**src/rtl/uart8_receiver_os_if.sv**
```systemverilog
// uart8_receiver_os_if
//   Bundles the receiver's control, serial-line and byte-delivery signals.
//   slave  : the receiver side (consumes en/in/ready, drives the rest)
//   master : the system side (drives en/in/ready, observes the rest)
// Signals:
//   en        receive enable
//   in        RX serial line, asynchronous, idle high
//   out       received byte, meaningful while valid is high
//   valid     byte available, held until consumed
//   ready     consumer accepts the byte when valid & ready
//   busy      receiver is inside a frame (not idle)
//   frame_err one-cycle pulse: stop bit sampled low
//   overrun   one-cycle pulse: unconsumed byte overwritten
interface uart8_receiver_os_if;
  logic       en;
  logic       in;
  logic [7:0] out;
  logic       valid;
  logic       ready;
  logic       busy;
  logic       frame_err;
  logic       overrun;

  modport master (
    output en, in, ready,
    input  out, valid, busy, frame_err, overrun
  );

  modport slave (
    input  en, in, ready,
    output out, valid, busy, frame_err, overrun
  );
endinterface

```
**src/rtl/uart8_receiver_os.sv**
```systemverilog
// uart8_receiver_os
//   Oversampling 8N1 UART receiver. The clock runs at OVERSAMPLE x baud.
//   The RX line is brought in through a two-flop synchroniser, the start bit
//   is qualified at its midpoint, eight data bits are taken LSB-first at
//   mid-bit and the stop bit is checked. Good bytes land in a valid/ready
//   holding register; a byte that overwrites an unconsumed one pulses
//   overrun, a low stop bit pulses frame_err.
// Ports:
//   clk  oversampled clock
//   rst  asynchronous reset, active high
//   bus  uart8_receiver_os_if.slave (en, in, ready in; out, valid, busy,
//        frame_err, overrun out)
// Parameter:
//   OVERSAMPLE  clock cycles per bit (even, >= 8)
// Build option:
//   UART_RX_MAJORITY_EN  when defined, each bit decision is the 2-of-3 vote
//   of the synchronised line over the current and two preceding cycles, so a
//   single-cycle glitch at mid-bit is rejected. Undefined: the synchronised
//   line at the decision cycle is used directly.
module uart8_receiver_os #(
  parameter int OVERSAMPLE = 16
) (
  input logic                    clk,
  input logic                    rst,
  uart8_receiver_os_if.slave     bus
);

  localparam int CW = $clog2(OVERSAMPLE);
  localparam logic [CW-1:0] CNT_MID = CW'(OVERSAMPLE / 2 - 1);
  localparam logic [CW-1:0] CNT_END = CW'(OVERSAMPLE - 1);

  typedef enum logic [2:0] {
    ST_IDLE    = 3'd0,
    ST_START   = 3'd1,
    ST_DATA    = 3'd2,
    ST_STOP    = 3'd3,
    ST_RECOVER = 3'd4
  } state_t;

  logic          sync1_r;
  logic          sync2_r;   // synchronised line (rx_s)
  logic          bit_s;     // bit decision value
  state_t        state_r;
  logic [CW-1:0] cnt_r;
  logic [2:0]    idx_r;
  logic [7:0]    data_r;
  logic          busy_r;
  logic          deliver_r; // good stop seen; load holding register next cycle
  logic          ferr_r;
  logic [7:0]    out_r;
  logic          valid_r;
  logic          ovr_r;

  // Two-flop synchroniser for the asynchronous RX line; idles high.
  always_ff @(posedge clk or posedge rst) begin
    if (rst) begin
      sync1_r <= 1'b1;
      sync2_r <= 1'b1;
    end else begin
      sync1_r <= bus.in;
      sync2_r <= sync1_r;
    end
  end

`ifdef UART_RX_MAJORITY_EN
  logic vote1_r;
  logic vote2_r;

  // History of the synchronised line for the 2-of-3 vote.
  always_ff @(posedge clk or posedge rst) begin
    if (rst) begin
      vote1_r <= 1'b1;
      vote2_r <= 1'b1;
    end else begin
      vote1_r <= sync2_r;
      vote2_r <= vote1_r;
    end
  end

  assign bit_s = (sync2_r & vote1_r) | (sync2_r & vote2_r) | (vote1_r & vote2_r);
`else
  assign bit_s = sync2_r;
`endif

  // Frame FSM: start qualification, mid-bit sampling, stop check, break recovery.
  always_ff @(posedge clk or posedge rst) begin
    if (rst) begin
      state_r   <= ST_IDLE;
      cnt_r     <= '0;
      idx_r     <= 3'd0;
      data_r    <= 8'h00;
      busy_r    <= 1'b0;
      deliver_r <= 1'b0;
      ferr_r    <= 1'b0;
    end else begin
      deliver_r <= 1'b0;
      ferr_r    <= 1'b0;
      if (!bus.en) begin
        // Disable drops any partial frame without reporting it.
        state_r <= ST_IDLE;
        cnt_r   <= '0;
        idx_r   <= 3'd0;
        busy_r  <= 1'b0;
      end else begin
        case (state_r)
          ST_IDLE: begin
            cnt_r <= '0;
            if (!sync2_r) begin
              state_r <= ST_START;
              busy_r  <= 1'b1;
            end else begin
              busy_r  <= 1'b0;
            end
          end
          ST_START: begin
            if (cnt_r == CNT_MID) begin
              cnt_r <= '0;
              idx_r <= 3'd0;
              if (bit_s) begin
                // Line back high at mid-start: treat as a glitch.
                state_r <= ST_IDLE;
                busy_r  <= 1'b0;
              end else begin
                state_r <= ST_DATA;
              end
            end else begin
              cnt_r <= cnt_r + CW'(1);
            end
          end
          ST_DATA: begin
            if (cnt_r == CNT_END) begin
              cnt_r         <= '0;
              data_r[idx_r] <= bit_s;
              if (idx_r == 3'd7) begin
                state_r <= ST_STOP;
              end else begin
                idx_r <= idx_r + 3'd1;
              end
            end else begin
              cnt_r <= cnt_r + CW'(1);
            end
          end
          ST_STOP: begin
            if (cnt_r == CNT_END) begin
              cnt_r <= '0;
              if (bit_s) begin
                deliver_r <= 1'b1;
                state_r   <= ST_IDLE;
                busy_r    <= 1'b0;
              end else begin
                ferr_r  <= 1'b1;
                state_r <= ST_RECOVER;
              end
            end else begin
              cnt_r <= cnt_r + CW'(1);
            end
          end
          ST_RECOVER: begin
            // A held-low (break) line must not look like a new start bit.
            cnt_r <= '0;
            if (sync2_r) begin
              state_r <= ST_IDLE;
              busy_r  <= 1'b0;
            end else begin
              state_r <= ST_RECOVER;
            end
          end
          default: begin
            state_r <= ST_IDLE;
            cnt_r   <= '0;
            idx_r   <= 3'd0;
            busy_r  <= 1'b0;
          end
        endcase
      end
    end
  end

  // Holding register: load on delivery, clear on handshake, flag overwrites.
  always_ff @(posedge clk or posedge rst) begin
    if (rst) begin
      out_r   <= 8'h00;
      valid_r <= 1'b0;
      ovr_r   <= 1'b0;
    end else begin
      ovr_r <= 1'b0;
      if (deliver_r) begin
        out_r   <= data_r;
        valid_r <= 1'b1;
        ovr_r   <= valid_r & ~bus.ready;
      end else if (valid_r & bus.ready) begin
        valid_r <= 1'b0;
      end else begin
        valid_r <= valid_r;
      end
    end
  end

  assign bus.out       = out_r;
  assign bus.valid     = valid_r;
  assign bus.busy      = busy_r;
  assign bus.frame_err = ferr_r;
  assign bus.overrun   = ovr_r;

endmodule

```
**src/flat_wrapper.sv**
```systemverilog
// flat-port wrapper written by rule: the top's interface ports become plain ports
module uart8_receiver_os_flat 
#(
  parameter int OVERSAMPLE = 16
)
  (clk, rst, bus_en, bus_in, bus_ready, bus_out, bus_valid, bus_busy, bus_frame_err, bus_overrun);
  uart8_receiver_os_if bus_i ();
  input logic clk;
  input logic rst;
  input wire logic [$bits(bus_i.en)-1:0] bus_en;
  input wire logic [$bits(bus_i.in)-1:0] bus_in;
  input wire logic [$bits(bus_i.ready)-1:0] bus_ready;
  output wire logic [$bits(bus_i.out)-1:0] bus_out;
  output wire logic [$bits(bus_i.valid)-1:0] bus_valid;
  output wire logic [$bits(bus_i.busy)-1:0] bus_busy;
  output wire logic [$bits(bus_i.frame_err)-1:0] bus_frame_err;
  output wire logic [$bits(bus_i.overrun)-1:0] bus_overrun;
  assign bus_i.en = bus_en;
  assign bus_i.in = bus_in;
  assign bus_i.ready = bus_ready;
  assign bus_out = bus_i.out;
  assign bus_valid = bus_i.valid;
  assign bus_busy = bus_i.busy;
  assign bus_frame_err = bus_i.frame_err;
  assign bus_overrun = bus_i.overrun;
  uart8_receiver_os #(.OVERSAMPLE(OVERSAMPLE)) u_core (.clk(clk), .rst(rst), .bus(bus_i));
endmodule
```
**config.mk**
```make
export PLATFORM = sky130hd
export DESIGN_NAME = uart8_receiver_os_flat
export DESIGN_NICKNAME = d
export VERILOG_FILES = /design/src/rtl/uart8_receiver_os_if.sv /design/src/rtl/uart8_receiver_os.sv /design/src/flat_wrapper.sv
export SDC_FILE = /design/constraint.sdc
export NUM_CORES = 1
export LEC_CHECK = 0
export ABC_CLOCK_PERIOD_IN_PS = 3100
export CAP_MARGIN = 10
export CORE_MARGIN = 4
export CORE_UTILIZATION = 60
export CTS_BUF_LIST = sky130_fd_sc_hd__clkbuf_2
export CTS_CLUSTER_SIZE = 30
export DETAILED_ROUTE_END_ITERATION = 6
export PLACE_DENSITY = 0.84
export SYNTH_ARGS = -nofsm -noshare
export SYNTH_HDL_FRONTEND = slang
export SYNTH_SLANG_ARGS = --single-unit
export TNS_END_PERCENT = 5
```
**constraint.sdc**
```tcl
create_clock -name clk -period 3.1 [get_ports clk]
set_input_delay 0.465 -clock clk [delete_from_list [all_inputs] [get_ports clk]]
set_output_delay 0.465 -clock clk [all_outputs]
set_load 0.005 [all_outputs]
```
After elaboration in Yosys (flattened, before gate mapping)
Index checks and enable logic that the tools add are counted.
- register bits: 33
- bits in latches: 0
- memory bits (writable): 0
- bits in read-only memories: 0
- bits of input ports: 5
- output and inout port bits: 12
- memories: 0
- add/sub/neg operators: 2
- multiply operators: 0
- divide/modulo/power cells: 0
- order comparisons: 2
- equal/unequal tests: 15
- shifts and indexed selects: 0
- muxes and demuxes: 37
- bitwise operators: 3
- reductions and logical operators: 9
- operators with widths (operator ; number):
    $mux W3 ; 11
    $mux W1 ; 16
    $pmux W3 S5 ; 1
    $mux W4 ; 3
    $ne A3 B2 Y1 const B ; 4
    $pmux W3 S3 ; 1
    $bwmux W8 ; 1
    $pmux W4 S2 ; 1
    $eq A3 B2 Y1 const B ; 2
    $eq A3 B3 Y1 const B ; 2
    $ne A3 B3 Y1 const B ; 2
    $reduce_and A3 Y1 ; 2
    $pmux W1 S5 ; 1
    $reduce_and A5 Y1 ; 1
    $add A4 B1 Y4 const B ; 1
    $eq A4 B3 Y1 const B ; 1
    $eq A4 B4 Y1 const B ; 1
    $lt A3 B4 Y1 const B ; 1
    $ne A2 B2 Y1 const B ; 2
    $reduce_and A4 Y1 ; 1
    $add A3 B1 Y3 const B ; 1
    $demux W1 S3 ; 1
    $eq A3 B1 Y1 const B ; 1
    $ge A3 B1 Y1 const B ; 1
    8 further kinds ; 9

Depth between registers and ports, before layout
Gate-level depths: netlist of run 1.
- depth after elaboration: 5
- depth in mapped cells: 6
- depth with buffers taken out: 6

Worst setup path before layout of run 1
OpenSTA, ideal clock, no wires.
- path kind: flip-flop to flip-flop
- from: register u_core.idx_r[1]
- to: register u_core.idx_r[0]
- setup time: 79 ps
- data arrival time: 1701 ps
- data required time: 3021 ps
- path slack: 1320 ps
- stages on the path, launching flop included: 7
- path buffers: 0
- period minus slack after synthesis: 1780 ps
- path through: dfrtp_1 > ha_1 > ha_1 > or2_0 > a31o_1 > a221oi_4 > mux2i_1
- cells in the longest elaborated chain, start to end: 3
- RTL lines (item ; RTL line ; source):
    start: declaration ; uart8_receiver_os.sv:45 ; logic [2:0] idx_r;
    start signal: assignment ; uart8_receiver_os.sv:137 ; idx_r <= idx_r + 3'd1;
    $eq A3 B3 Y1 ; uart8_receiver_os.sv:134 ; if (idx_r == 3'd7) begin
    $ne A3 B3 Y1 (no source line) ; -- ;
    $reduce_and A4 Y1 (no source line) ; -- ;
Every way passes these cells.
A chain may end at the register's enable or synchronous reset.

Final worst setup path of run 1
- from: register u_core.idx_r[1]
- to: register u_core.idx_r[1]
- cells in the longest elaborated chain, start to end: 5
- elaborated cells between the ends (all ways): 8
- RTL lines (item ; RTL line ; source):
    $add A3 B1 Y3 ; uart8_receiver_os.sv:137 ;
    $mux W3 ; uart8_receiver_os.sv:134 ;
    $mux W3 ; uart8_receiver_os.sv:131 ; if (cnt_r == CNT_END) begin
    $pmux W3 S3 ; uart8_receiver_os.sv:105 ; case (state_r)
    $mux W3 ; uart8_receiver_os.sv:98 ; if (!bus.en) begin
Several ways; a longest one is shown, not always the timed one. The select of a mux whose other input is x is not followed.

==> run_results.csv, run 1 <==
group,metric,value,unit
pwr,powerDensity,396,mW/mm^2
timing,fin_setup_tns,0,ns
clock_tree,clk_root_buffer_cell,"sky130_fd_sc_hd__clkbuf_2",
timing,final-max-slew-violation-count,0,
timing,fin_hold_ws,0.371,ns
clock_tree,cts.hold.buffers_added,0,
grt,wire_length_of_the_first_global_routing_pass,4950,um
detailed_routing,via_count,992,
pwr,p_leak,0.822,nW
placed_design,gpl.final_weighted_congestion,0.849,
logic_synthesis,mappedNetlistArea,0.00149,sq mm
critical_path,critPathCaptureType,"flip-flop",
logic_synthesis,postSynthCellCount,119,
detailed_routing,avgRoutedWirePerCell,16.7,um
hold_path,worstHoldPathType,"reg -> reg",
logic_synthesis,synth-seq-cells,33,
timing,timing_hold_violations_final,0,
clock_tree,post_cts_resize_count,0,
finish,syn2layout_area_growth,15.8,%
logic_synthesis,synth.largest_area_cell,"sky130_fd_sc_hd__dfrtp_1",
finish,num_antenna_cells,0,
floorplanning,fp.dieW,57.9,um
logic_synthesis,asyncSetResetFlopFracSynth,100,%
floorplanning,dieArea,0.00335,sq mm
critical_path,regToRegStartpoint,"u_core.idx_r[1]",
detailed_routing,detail_route.vias_per_cell,5.87,
placed_design,number_of_port_buffers,16,
critical_path,cp_data_required_time,3.42,ns
grt,grt_use_met1,26.5,%
placed_design,post_dp_cell_area,0.00169,sq mm
floorplanning,num_io_pins,17,
timing,period_needed,1.99,ns
finish,layout.nets,148,
clock_tree,clock_insertion_delay_worst_skew,0.37,ns
logic_synthesis,synth_most_common_cell,"sky130_fd_sc_hd__dfrtp_1",
clock_tree,cts-buffers-inserted,5,
finish,final_cell_area,0.00173,sq mm
critical_path,timing.critical_path.arrival,2.31,ns
critical_path,cp-start-kind,"flip-flop",
detailed_routing,detail_route.wirelength,2820,um
placed_design,detailedPlace.worstSlack,0.868,ns
grt,maximum_number_of_pins_on_one_net_before_global_route_repair,16,
logic_synthesis,synth_ff_type,"sky130_fd_sc_hd__dfrtp_1",
logic_synthesis,post_synth_edffs,0,
floorplanning,initial_utilization,65.0,%
finish,layout-drive-gt1-share,22.7,%
detailed_routing,drt.antenna.violating_nets,0,
grt,met2_demand_to_capacity_share_in_global_routing,29.5,%
logic_synthesis,netlist_top_cells_area,"sky130_fd_sc_hd__dfrtp_1, sky130_fd_sc_hd__mux2_2, sky130_fd_sc_hd__mux2_4",
timing,slew_headroom,62.9,%
clock_tree,post-cts-setup-buffers,0,
critical_path,crit_fanout,6,
timing,maxClockFrequency,503,MHz
placed_design,dp.final_hpwl,2070,um
clock_tree,clk_pin_slew,0.18,ns
grt,top_usage_layer,"met2",
timing,postLayoutSetupSlackWorst,1.11,ns
timing,share_of_the_cycle_needed_by_the_critical_path_after_routing,64.2,%
logic_synthesis,synth.avg_cell_area,12.6,sq um
detailed_routing,drcViolationCount,0,
critical_path,r2r_worst_path_depth,6,
floorplanning,placeableCoreArea,0.00230,sq mm
critical_path,r2r_slack,1.11,ns
logic_synthesis,synthTopCellsByCount,"sky130_fd_sc_hd__dfrtp_1, sky130_fd_sc_hd__mux2_2, sky130_fd_sc_hd__nand3_1",
floorplanning,row_count,17,
timing,finalClockSkew,0.0166,ns
critical_path,r2r-end,"u_core.idx_r[1]",
logic_synthesis,synth_seq_area_share,55.4,%
logic_synthesis,synth_top_cell_area_share,51.9,%
clock_tree,cts_htree_levels,2,
critical_path,crit_end,"u_core.idx_r[1]",
floorplanning,chipHeight,57.9,um
grt,grtUsageTotal,19.9,%
clock_tree,cts_tree,"yes",
clock_tree,cts_max_path_buffers,2,
logic_synthesis,post_synth_num_cell_types,36,
logic_synthesis,yosys_warnings,0,
grt,grt_pass1_vias,1064,
critical_path,path_class,"reg -> reg",
grt,globalRouteOverflowTotal,0,
job,drv_cap,0,
grt,grt_antenna_before_repair,0,
pwr,fin_total_pwr,0.000686,W
critical_path,startpoint,"u_core.idx_r[1]",
grt,met3_usage,6.46,%
logic_synthesis,synth_fp_nets,127,
timing,setup_viol,0,
timing,rsz0062_at_grt,"no",
clock_tree,clock_sinks,33,
pwr,irDropWorstVdd,0.317,mV
detailed_routing,dr.pass1.iters,4,
detailed_routing,drtIter0Drc,15,
outcome,result_of_the_run,"finished clean",
timing,worst-slew-pin-transition,0.556,ns
==> how the worst min path moves through the flow <==
| stage | from | to | cells after the start |
|---|---|---|---|
| 2_1_floorplan | u_core.sync1_r | u_core.bit_s | 0 |
| 3_3_place_gp | u_core.sync1_r | u_core.bit_s | 0 |
| 3_5_place_dp | u_core.sync1_r | u_core.bit_s | 0 |
| 4_1_cts | u_core.sync1_r | u_core.bit_s | 0 |
| 5_1_grt | u_core.sync1_r | u_core.bit_s | 0 |
| 6_report | u_core.sync1_r | u_core.bit_s | 0 |
==> metrics by stage <==
stage	utilization (%)	instances
final	75.3	169
after global routing	75.3	169
after CTS	75.3	169
after detailed placement	73.5	161
after global placement	73.5	161
after floorplan	-	119
==> routing by layer <==
metal	vias to the layer above	part of all wire, %
li1	473	-
met3	8	4.1
met5	-	0
met2	27	47
met4	0	3.0
met1	484	46
==> power breakdown <==
| part | switching [W] | internal [W] | leakage [nW] | total [W] |
|---|---|---|---|---|
| clock network | 0.000151 | 0.0000526 | 0.0287 | 0.000203 |
| logic | 0.0000224 | 0.0000179 | 0.342 | 0.0000403 |
| registers | 0.00000567 | 0.000436 | 0.451 | 0.000442 |
==> cell type report <==
class / count / area (sq um)
sequential: 33 / 828
inverter: 7 / 26.3
tap: 28 / 35.0
clock inverter: 3 / 17.5
fill: 152 / 567
timing repair buffer: 18 / 175
clock buffer: 5 / 25.0
multi-input combinational: 75 / 623
==> critical path, cell delays in order (launching register included) <==
cell	delay (ns)
sky130_fd_sc_hd__dfrtp_1	0.48
sky130_fd_sc_hd__ha_1	0.22
sky130_fd_sc_hd__ha_1	0.22
sky130_fd_sc_hd__or2_0	0.21
sky130_fd_sc_hd__a31o_1	0.25
sky130_fd_sc_hd__a221oi_4	0.33
sky130_fd_sc_hd__mux2i_1	0.23
==> logic make-up after synthesis <==
family          count (synthesis)  synth area share, %
compound gates                 12                 7.12
xor+xnor                        3                 1.76
fa+ha+maj                       4                 3.18
buf+inv                        11                 2.85
flops                          33                 55.4
mux                            19                 15.1
simple gates                   37                 14.6
==> sequential cells by signal (all words and copies together) (netlist names), 3 cells and up <==
name and flops:
u_core.idx_r 3, u_core.bus.out 8, u_core.cnt_r 4, u_core.state_r 3, u_core.data_r 8
==> placed cells by master (no fill, tap or decap), drive strengths merged, types with 3 or more instances in the layout <==
cell	netlist	routed
dfrtp	31	31
clkdlybuf4s50	0	16
mux2	16	16
nand3	9	9
inv	7	7
nor3	7	7
clkbuf	3	5
nor2	4	4
nand2	4	4
and3	4	4
mux2i	3	3
ha	3	3
No activity file was read; power rests on OpenSTA's default activity.
==> run 2, diff against run 1 <==
Settings changed: ABC_CLOCK_PERIOD_IN_PS 3100 to 1600, CORE_UTILIZATION 60 to 52, PLACE_DENSITY 0.84 to 0.78.
Clock period 3.1 ns to 1.6 ns, I/O delays scaled along.
==> run 2 against run 1 <==
Compared with the run above: the run now ends with setup timing left; total power is 120% higher; design area is 12% higher; first-iteration DRC count grew to 2.7 times the previous value; sequential power is 93% higher; clock-buffer cell count is 1 higher; register-to-register slack worse by 1.3 ns; combinational power is 130% higher; critical path type unchanged; critical endpoint is now u_core.idx_r[0]; highest routed layer unchanged.
==> run_results.csv, run 2 (synthesized netlist as in run 1, its figures left out) <==
group,metric,value,unit
pwr,p_leak,0.937,nW
floorplanning,chipHeight,61.6,um
clock_tree,cts-buffers-inserted,5,
job,drv_cap,0,
finish,syn2layout_area_growth,29.2,%
hold_path,worstHoldPathType,"in -> async",
timing,finalClockSkew,0.0139,ns
finish,layout-drive-gt1-share,34.2,%
clock_tree,clock_sinks,33,
critical_path,cp_data_required_time,1.89,ns
timing,postLayoutSetupSlackWorst,-0.238,ns
critical_path,path_class,"reg -> reg",
placed_design,number_of_port_buffers,16,
timing,maxClockFrequency,544,MHz
floorplanning,num_io_pins,17,
grt,met2_demand_to_capacity_share_in_global_routing,27.8,%
timing,final-max-slew-violation-count,0,
critical_path,timing.critical_path.arrival,2.13,ns
critical_path,critPathCaptureType,"flip-flop",
finish,final_cell_area,0.00193,sq mm
timing,slew_headroom,72.6,%
outcome,violated_checks,"setup timing",
critical_path,regToRegStartpoint,"u_core.idx_r[1]",
finish,layout.nets,165,
clock_tree,clock_insertion_delay_worst_skew,0.38,ns
timing,share_of_the_cycle_needed_by_the_critical_path_after_routing,115,%
timing,fin_setup_tns,-0.764,ns
grt,top_usage_layer,"met2",
clock_tree,cts_htree_levels,2,
placed_design,dp.final_hpwl,2110,um
detailed_routing,avgRoutedWirePerCell,15.5,um
critical_path,crit_fanout,3,
floorplanning,placeableCoreArea,0.00276,sq mm
pwr,irDropWorstVdd,0.592,mV
timing,period_needed,1.84,ns
grt,met3_usage,6.71,%
outcome,result_of_the_run,"complete, but fails checks",
timing,timing_hold_violations_final,0,
placed_design,gpl.final_weighted_congestion,0.833,
placed_design,post_dp_cell_area,0.00184,sq mm
pwr,powerDensity,773,mW/mm^2
clock_tree,clk_pin_slew,0.17,ns
floorplanning,fp.dieW,61.6,um
grt,maximum_number_of_pins_on_one_net_before_global_route_repair,34,
timing,setup_viol,7,
finish,most_common_library_cell_in_the_layout_ignoring_fill_and_taps,"sky130_fd_sc_hd__dfrtp_1",
floorplanning,initial_utilization,54.2,%
grt,grt_use_met1,22.9,%
detailed_routing,drcViolationCount,0,
timing,rsz0062_at_grt,"yes",
clock_tree,cts_max_path_buffers,2,
detailed_routing,detail_route.vias_per_cell,5.62,
grt,grtUsageTotal,18.4,%
grt,grt_antenna_before_repair,0,
detailed_routing,via_count,1063,
grt,wire_length_of_the_first_global_routing_pass,4890,um
timing,worst-slew-pin-transition,0.411,ns
finish,num_antenna_cells,0,
grt,globalRouteOverflowTotal,0,
floorplanning,row_count,19,
floorplanning,dieArea,0.00379,sq mm
critical_path,startpoint,"u_core.idx_r[1]",
clock_tree,cts_tree,"yes",
critical_path,cp-start-kind,"flip-flop",
detailed_routing,drt.antenna.violating_nets,0,
detailed_routing,dr.pass1.iters,4,
critical_path,r2r_slack,-0.24,ns
grt,grt_pass1_vias,1056,
detailed_routing,detail_route.wirelength,2930,um
clock_tree,clk_root_buffer_cell,"sky130_fd_sc_hd__clkbuf_2",
detailed_routing,drtIter0Drc,40,
finish,layout.cells.most_common_list,"sky130_fd_sc_hd__dfrtp_1, sky130_fd_sc_hd__buf_4, sky130_fd_sc_hd__clkdlybuf4s50_1",
==> run 2: where the power goes <==
part	internal [W]	total (W)	switching [W]	leakage, nW
clock network	0.000267	0.000546	0.000280	0.0406
logic	0.0000461	0.0000916	0.0000455	0.445
registers	0.000845	0.000855	0.00000995	0.451
total	0.00116	0.00149	0.000335	0.937
==> run 2: through the flow <==
step / setup WS, ns / total power, W / hold WS [ns] / std cells / utilization (%)
final: -0.238 / 0.00149 / 0.180 / 189 / 70.0
after global routing: -0.324 / 0.00156 / 0.164 / 189 / 70.0
after floorplan: -0.173 / 0.000915 / 0.244 / 119 / -
after detailed placement: -0.255 / 0.000962 / 0.348 / 181 / 66.6
after global placement: -0.212 / 0.000960 / 0.350 / 181 / 66.6
after CTS: -0.243 / 0.00150 / 0.187 / 189 / 69.6
==> run 2: area by class of cell <==
type / instances / area, sq um
well taps: 31 / 38.8
clock buffers: 6 / 30.0
flip-flops and latches: 33 / 828
multi-input cells: 75 / 656
clock inverters: 2 / 33.8
repair buffers: 35 / 318
fillers: 203 / 827
inverters: 7 / 26.3
==> run 2: path summary, 6_finish.rpt <==
path	to	cells past startpoint
worst min-delay path	u_core.bus.frame_err	3
max in group asynchronous	u_core.sync1_r	3
min in group clk	u_core.sync1_r	1
worst min register to register	u_core.bit_s	0
worst max register to register	u_core.idx_r[0]	6
worst max-delay path	u_core.idx_r[0]	6
==> run 2: timing repair <==
item	in CTS	in global routing
endpoints found under the setup margin	8	9
resized for setup	3	3
hold buffers	0	0
setup buffers	0	0
pin swaps	1	0
==> run 2: per-layer routing <==
| metal | wire [um] | share of wire, % | vias to the layer above |
|---|---|---|---|
| met5 | 0 | 0 | - |
| met4 | 69 | 2.4 | 0 |
| met3 | 133 | 4.5 | 8 |
| met2 | 1400 | 48 | 25 |
| met1 | 1330 | 45 | 524 |
| li1 | - | - | 506 |
==> run 2: worst max-delay path, stage by stage (launching register included) <==
cell	delay, ns
sky130_fd_sc_hd__dfrtp_1	0.42
sky130_fd_sc_hd__ha_2	0.21
sky130_fd_sc_hd__ha_4	0.16
sky130_fd_sc_hd__or2_0	0.19
sky130_fd_sc_hd__a31o_1	0.24
sky130_fd_sc_hd__a221oi_4	0.30
sky130_fd_sc_hd__mux2i_1	0.25
==> run 3, diff against run 2 <==
Settings changed: CAP_MARGIN 10 to default, TNS_END_PERCENT 5 to 30.
==> run 3 against run 2 <==
Compared with the run above: the flow still finishes with violations (setup timing); core utilization grew 0.54 points; largest cell class unchanged; sequential share of layout area shrank 0.33 points; highest routed layer unchanged; critical path depth is the same; via count grew 0.28%.
==> run_results.csv, run 3 (synthesized netlist as in run 1, its figures left out) <==
group,metric,value,unit
clock_tree,cts_max_path_buffers,2,
clock_tree,clock_insertion_delay_worst_skew,0.37,ns
finish,layout.cells.most_common_list,"sky130_fd_sc_hd__dfrtp_1, sky130_fd_sc_hd__buf_4, sky130_fd_sc_hd__clkdlybuf4s50_1",
critical_path,r2r_slack,-0.23,ns
outcome,result_of_the_run,"complete, but fails checks",
grt,maximum_number_of_pins_on_one_net_before_global_route_repair,34,
timing,final-max-slew-violation-count,0,
pwr,fin_total_pwr,0.00149,W
floorplanning,dieArea,0.00379,sq mm
floorplanning,row_count,19,
timing,timing_hold_violations_final,0,
placed_design,post_dp_cell_area,0.00184,sq mm
timing,finalClockSkew,0.0107,ns
timing,postLayoutSetupSlackWorst,-0.231,ns
clock_tree,cts_htree_levels,2,
finish,final_util,70.6,%
pwr,powerDensity,766,mW/mm^2
finish,final_cell_area,0.00195,sq mm
critical_path,r2r-end,"u_core.idx_r[0]",
floorplanning,chipHeight,61.6,um
finish,num_antenna_cells,0,
critical_path,critPathCaptureType,"flip-flop",
timing,slew_headroom,72.6,%
detailed_routing,drtIter0Drc,39,
finish,most_common_library_cell_in_the_layout_ignoring_fill_and_taps,"sky130_fd_sc_hd__dfrtp_1",
critical_path,cp-start-kind,"flip-flop",
timing,rsz0062_at_grt,"yes",
floorplanning,placeableCoreArea,0.00276,sq mm
hold_path,worstHoldPathType,"in -> async",
timing,fin_setup_tns,-0.706,ns
grt,grtUsageTotal,18.4,%
detailed_routing,drcViolationCount,0,
placed_design,placed_cells_incl_taps,181,
critical_path,regToRegStartpoint,"u_core.idx_r[1]",
clock_tree,clock_sinks,33,
floorplanning,fp.dieW,61.6,um
finish,syn2layout_area_growth,30.2,%
placed_design,gpl.final_weighted_congestion,0.833,
detailed_routing,detail_route.vias_per_cell,5.58,
pwr,p_leak,0.948,nW
clock_tree,clk_pin_slew,0.17,ns
detailed_routing,via_count,1066,
placed_design,number_of_port_buffers,16,
timing,worst-slew-pin-transition,0.411,ns
job,drv_cap,0,
clock_tree,clk_root_buffer_cell,"sky130_fd_sc_hd__clkbuf_2",
floorplanning,num_io_pins,17,
clock_tree,cts-buffers-inserted,5,
pwr,irDropWorstVdd,0.592,mV
pwr,comb_power_share,6.2,%
finish,layout.nets,167,
grt,grt_antenna_before_repair,0,
grt,globalRouteOverflowTotal,0,
finish,layout-drive-gt1-share,35.0,%
critical_path,path_class,"reg -> reg",
pwr,seq_power_share,57.4,%
finish,layout.cells.non_filler,191,
critical_path,timing.critical_path.arrival,2.12,ns
timing,setup_viol,5,
detailed_routing,dr.pass1.iters,4,
detailed_routing,detail_route.wirelength,2940,um
pwr,power.clock.fraction,36.5,%
grt,wire_length_of_the_first_global_routing_pass,4860,um
pwr,p_sw,0.000332,W
placed_design,dp.final_hpwl,2110,um
timing,share_of_the_cycle_needed_by_the_critical_path_after_routing,114,%
detailed_routing,drt.antenna.violating_nets,0,
pwr,swShare,22.3,%
floorplanning,initial_utilization,54.2,%
critical_path,r2r_worst_path_depth,6,
timing,maxClockFrequency,546,MHz
outcome,violated_checks,"setup timing",
grt,grt_pass1_vias,1062,
critical_path,crit_fanout,3,
detailed_routing,avgRoutedWirePerCell,15.4,um
clock_tree,cts_tree,"yes",
pwr,intPower,0.00116,W
critical_path,cp_data_required_time,1.89,ns
clock_tree,cts.hold.buffers_added,0,
timing,period_needed,1.83,ns
==> run 3: changes by cell type in the layout (fill, tap and decap cells not counted), sizes merged <==
cell / change
buf: +2
==> run 3: final cells by class <==
class	count	area (sq um)
Fill cell	203	812
Clock buffer	6	30.0
Inverter	7	26.3
Sequential cell	33	828
Multi-Input combinational cell	75	656
Clock inverter	2	33.8
Tap cell	31	38.8
Timing Repair Buffer	37	333
==> run 3: power groups by stage <==
stage                     Combinational (W)  Sequential, W  Clock, W
final                             0.0000919       0.000855  0.000543
after global routing               0.000101       0.000857  0.000600
after CTS                         0.0000926       0.000855  0.000554
after detailed placement          0.0000927       0.000869         0
after global placement            0.0000908       0.000869         0
after floorplan                   0.0000495       0.000866         0
==> run 3: routing by layer <==
layer | global-route usage, % | wire length [um] | share of wire, % | vias to the layer above
li1 | - | - | - | 509
met1 | 22.8 | 1310 | 45 | 526
met2 | 28.3 | 1420 | 48 | 23
met3 | 6.29 | 134 | 4.6 | 8
met4 | 9.70 | 69 | 2.3 | 0
met5 | 0 | 0 | 0 | -
==> run 3: per-stage QoR <==
stage	hold WS [ns]	setup slack, ns
6_report	0.186	-0.231
5_1_grt	0.164	-0.315
4_1_cts	0.187	-0.241
3_5_place_dp	0.348	-0.255
3_3_place_gp	0.350	-0.212
2_1_floorplan	0.244	-0.173
==> run 3: critical path, stage by stage, from the launching register on <==
cell and delay [ns]:
sky130_fd_sc_hd__dfrtp_1 0.42, sky130_fd_sc_hd__ha_2 0.20, sky130_fd_sc_hd__ha_4 0.16, sky130_fd_sc_hd__or2_0 0.19
sky130_fd_sc_hd__a31o_1 0.24, sky130_fd_sc_hd__a221oi_4 0.30, sky130_fd_sc_hd__mux2i_1 0.25
==> run 3: worst max path at each step <==
stage | start | endpoint | slack, ns | depth (start not counted)
floorplan | u_core.idx_r[1] | u_core.idx_r[0] | -0.17 | 6
global placement | bus_en | u_core.data_r[2] | -0.21 | 5
detailed placement | bus_en | u_core.data_r[2] | -0.25 | 5
CTS | u_core.idx_r[1] | u_core.idx_r[0] | -0.24 | 6
global route | u_core.idx_r[1] | u_core.idx_r[0] | -0.31 | 6
finish | u_core.idx_r[1] | u_core.idx_r[0] | -0.23 | 6
==> run 3: timing repair <==
item | 4_1_cts | 5_1_grt
endpoints found under the setup margin | 8 | 9
setup buffers | 1 | 1
resized for setup | 3 | 3
pin swaps | 1 | 0
==> patch: new RTL, flow settings as in run 2 <==
`OVERSAMPLE` is set to 16 in 2 places; all go to 64.
--- a/src/rtl/uart8_receiver_os.sv
+++ b/src/rtl/uart8_receiver_os.sv
@@ -18,7 +18,7 @@
 //   single-cycle glitch at mid-bit is rejected. Undefined: the synchronised
 //   line at the decision cycle is used directly.
 module uart8_receiver_os #(
-  parameter int OVERSAMPLE = 16
+  parameter int OVERSAMPLE = 64
 ) (
   input logic                    clk,
   input logic                    rst,
--- a/src/flat_wrapper.sv
+++ b/src/flat_wrapper.sv
@@ -1,7 +1,7 @@
 // flat-port wrapper written by rule: the top's interface ports become plain ports
 module uart8_receiver_os_flat 
 #(
-  parameter int OVERSAMPLE = 16
+  parameter int OVERSAMPLE = 64
 )
   (clk, rst, bus_en, bus_in, bus_ready, bus_out, bus_valid, bus_busy, bus_frame_err, bus_overrun);
   uart8_receiver_os_if bus_i ();
Check against the original RTL: same outputs for any inputs over 10 cycles, from zero or initial values and one cycle with rst high; that may be too few to reach the edited logic, so the function may still have changed.
==> patch against run 2 <==
Setup slack better by 0.24 ns; clock power is 4.2% higher; sequential cell count is 2 higher; final area is 7.4% higher; global-route usage is 0.19 points lower; maximum frequency is 15% higher; power is 5.6% higher; critical path depth stayed put; clock skew is 0.00057 ns lower; area after synthesis is 10% higher; routed wire length is 10% higher; synthesized cell count is 17% higher.
==> patch: results (changes against run 2) <==
outcome - complete, no violations
Tot Pwr - 1.58 mW (+5.6%)
Post-Place Cells - 207 (+14%)
Synth Warn # - 0 (unchanged)
HPWL after DPL - 2.34 mm (+11%)
Max VDD drop - 0.536 mV (-9.4%)
cell count after synthesis - 139 (+17%)
first-pass GRT wire length - 5.71 mm (+17%)
sequential share of power - 57.6% (+0.3 points)
NetSw - 0.357 mW (+6.6%)
share of cells above drive strength 1 - 28.5% (-5.7 points)
HP Class - in2async
Primary FF master, synth - dfrtp_1
Top delay family on crit path - adder cells
Num CTS Buffers - 5 (unchanged)
Final Wtd Congestion - 0.856 (+2.9%)
Worst-Skew Late Latency - 0.38 ns (about the same)
fill cell count - 232 (+14%)
initial DRC count - 53 (+33%)
clock root cell - clkbuf_2
GRT Overall Usage - 18.2% (-0.19 points)
Final Net Count - 186 (+13%)
CP peak stage delay - 0.43 ns
drt via density - 5.40 (-4.0%)
Comb power frac - 6.3% (+0.2 points)
dpl ws - -0.224 ns (+0.0306 ns)
static leakage - 1.04 nW (+11%)
Synth top cells by count - 33 x dfrtp_1, 14 x nor2_1, 9 x mux2_2, 8 x mux2_1
Post-Syn Nets - 147 (+16%)
Worst Tran Pin Value - 0.375 ns (-0.0357 ns)
crit-path max FO - 3 (unchanged)
WP data arrival - 1.88 ns (-0.25 ns)
Synth area leaders - dfrtp_1 50%, mux2_2 6.2%, mux2_1 5.5%
leading area contributor after synthesis - dfrtp_1
Post-DP Area - 1930 µm² (+5.1%)
final non-filler cell total - 223 (+18%)
H-tree depth - 2 (unchanged)
post-synthesis cell type count - 42 (+17%)
largest net degree at the start of global routing - 20 (-41%)
deepest clock path buffer count - 2 (unchanged)
register area share after synthesis - 53.4% (-2.0 points)
clock-pin slew on the worst setup and hold paths - 0.16 ns
Setup Skew - 0.0134 ns (-0.000566 ns)
vias in the first global route - 1275 (+21%)
Routed WL - 3.23 mm (+10%)
-- patch: cell types whose count changed after synthesis, moves of 3 or more --
| cell | delta |
|---|---|
| nor2b_1 | +4 |
| mux2i_1 | -3 |
| mux2_4 | -4 |
| o21ai_0 | +5 |
| mux2_1 | +8 |
| nor2_1 | +10 |
| nor3_1 | -5 |
| nand3_1 | -3 |
| mux2_2 | -3 |
-- patch: worst paths after layout --
| check | from | to | slack, ns | cells after the start |
|---|---|---|---|---|
| worst min-delay path | rst | u_core.state_r[1] | 0.08 | 2 |
| worst max-delay path | u_core.idx_r[0] | u_core.idx_r[0] | 0.003 | 6 |
| min in group clk | bus_in | u_core.sync1_r | 0.24 | 1 |
| worst max register to register | u_core.idx_r[0] | u_core.idx_r[0] | 0.003 | 6 |
| max in group asynchronous | rst | u_core.data_r[6] | 0.99 | 3 |
| worst min register to register | u_core.sync1_r | u_core.bit_s | 0.37 | 0 |
-- patch: area by class of cell --
cell class / count / area, µm² / share of cell area, %
clock inverters: 1 / 30.0 / 1.45
well taps: 44 / 55.1 / 2.66
multi-input cells: 94 / 741 / 35.7
inverters: 5 / 18.8 / 0.905
flip-flops and latches: 35 / 878 / 42.4
repair buffers: 37 / 315 / 15.2
clock buffers: 7 / 35.0 / 1.69
-- patch: cells by family after synthesis --
family	share of synthesized area, %
fa+ha+maj	2.28
mux	11.6
flops	53.4
xor+xnor	2.13
compound gates	8.98
simple gates	18.6
buf+inv	2.89
-- patch: what timing repair did --
action,CTS,global route
setup endpoints to repair,12,19
pin swaps,1,4
gates resized for setup,4,3
buffers inserted,5,3
-- patch: per-layer routing --
metal	share of wire [%]	track usage [%]	routed length, µm
met5	0	0	0
met4	2.2	8.44	72
met3	4.2	5.98	136
met2	53	31.7	1720
met1	40	19.9	1310
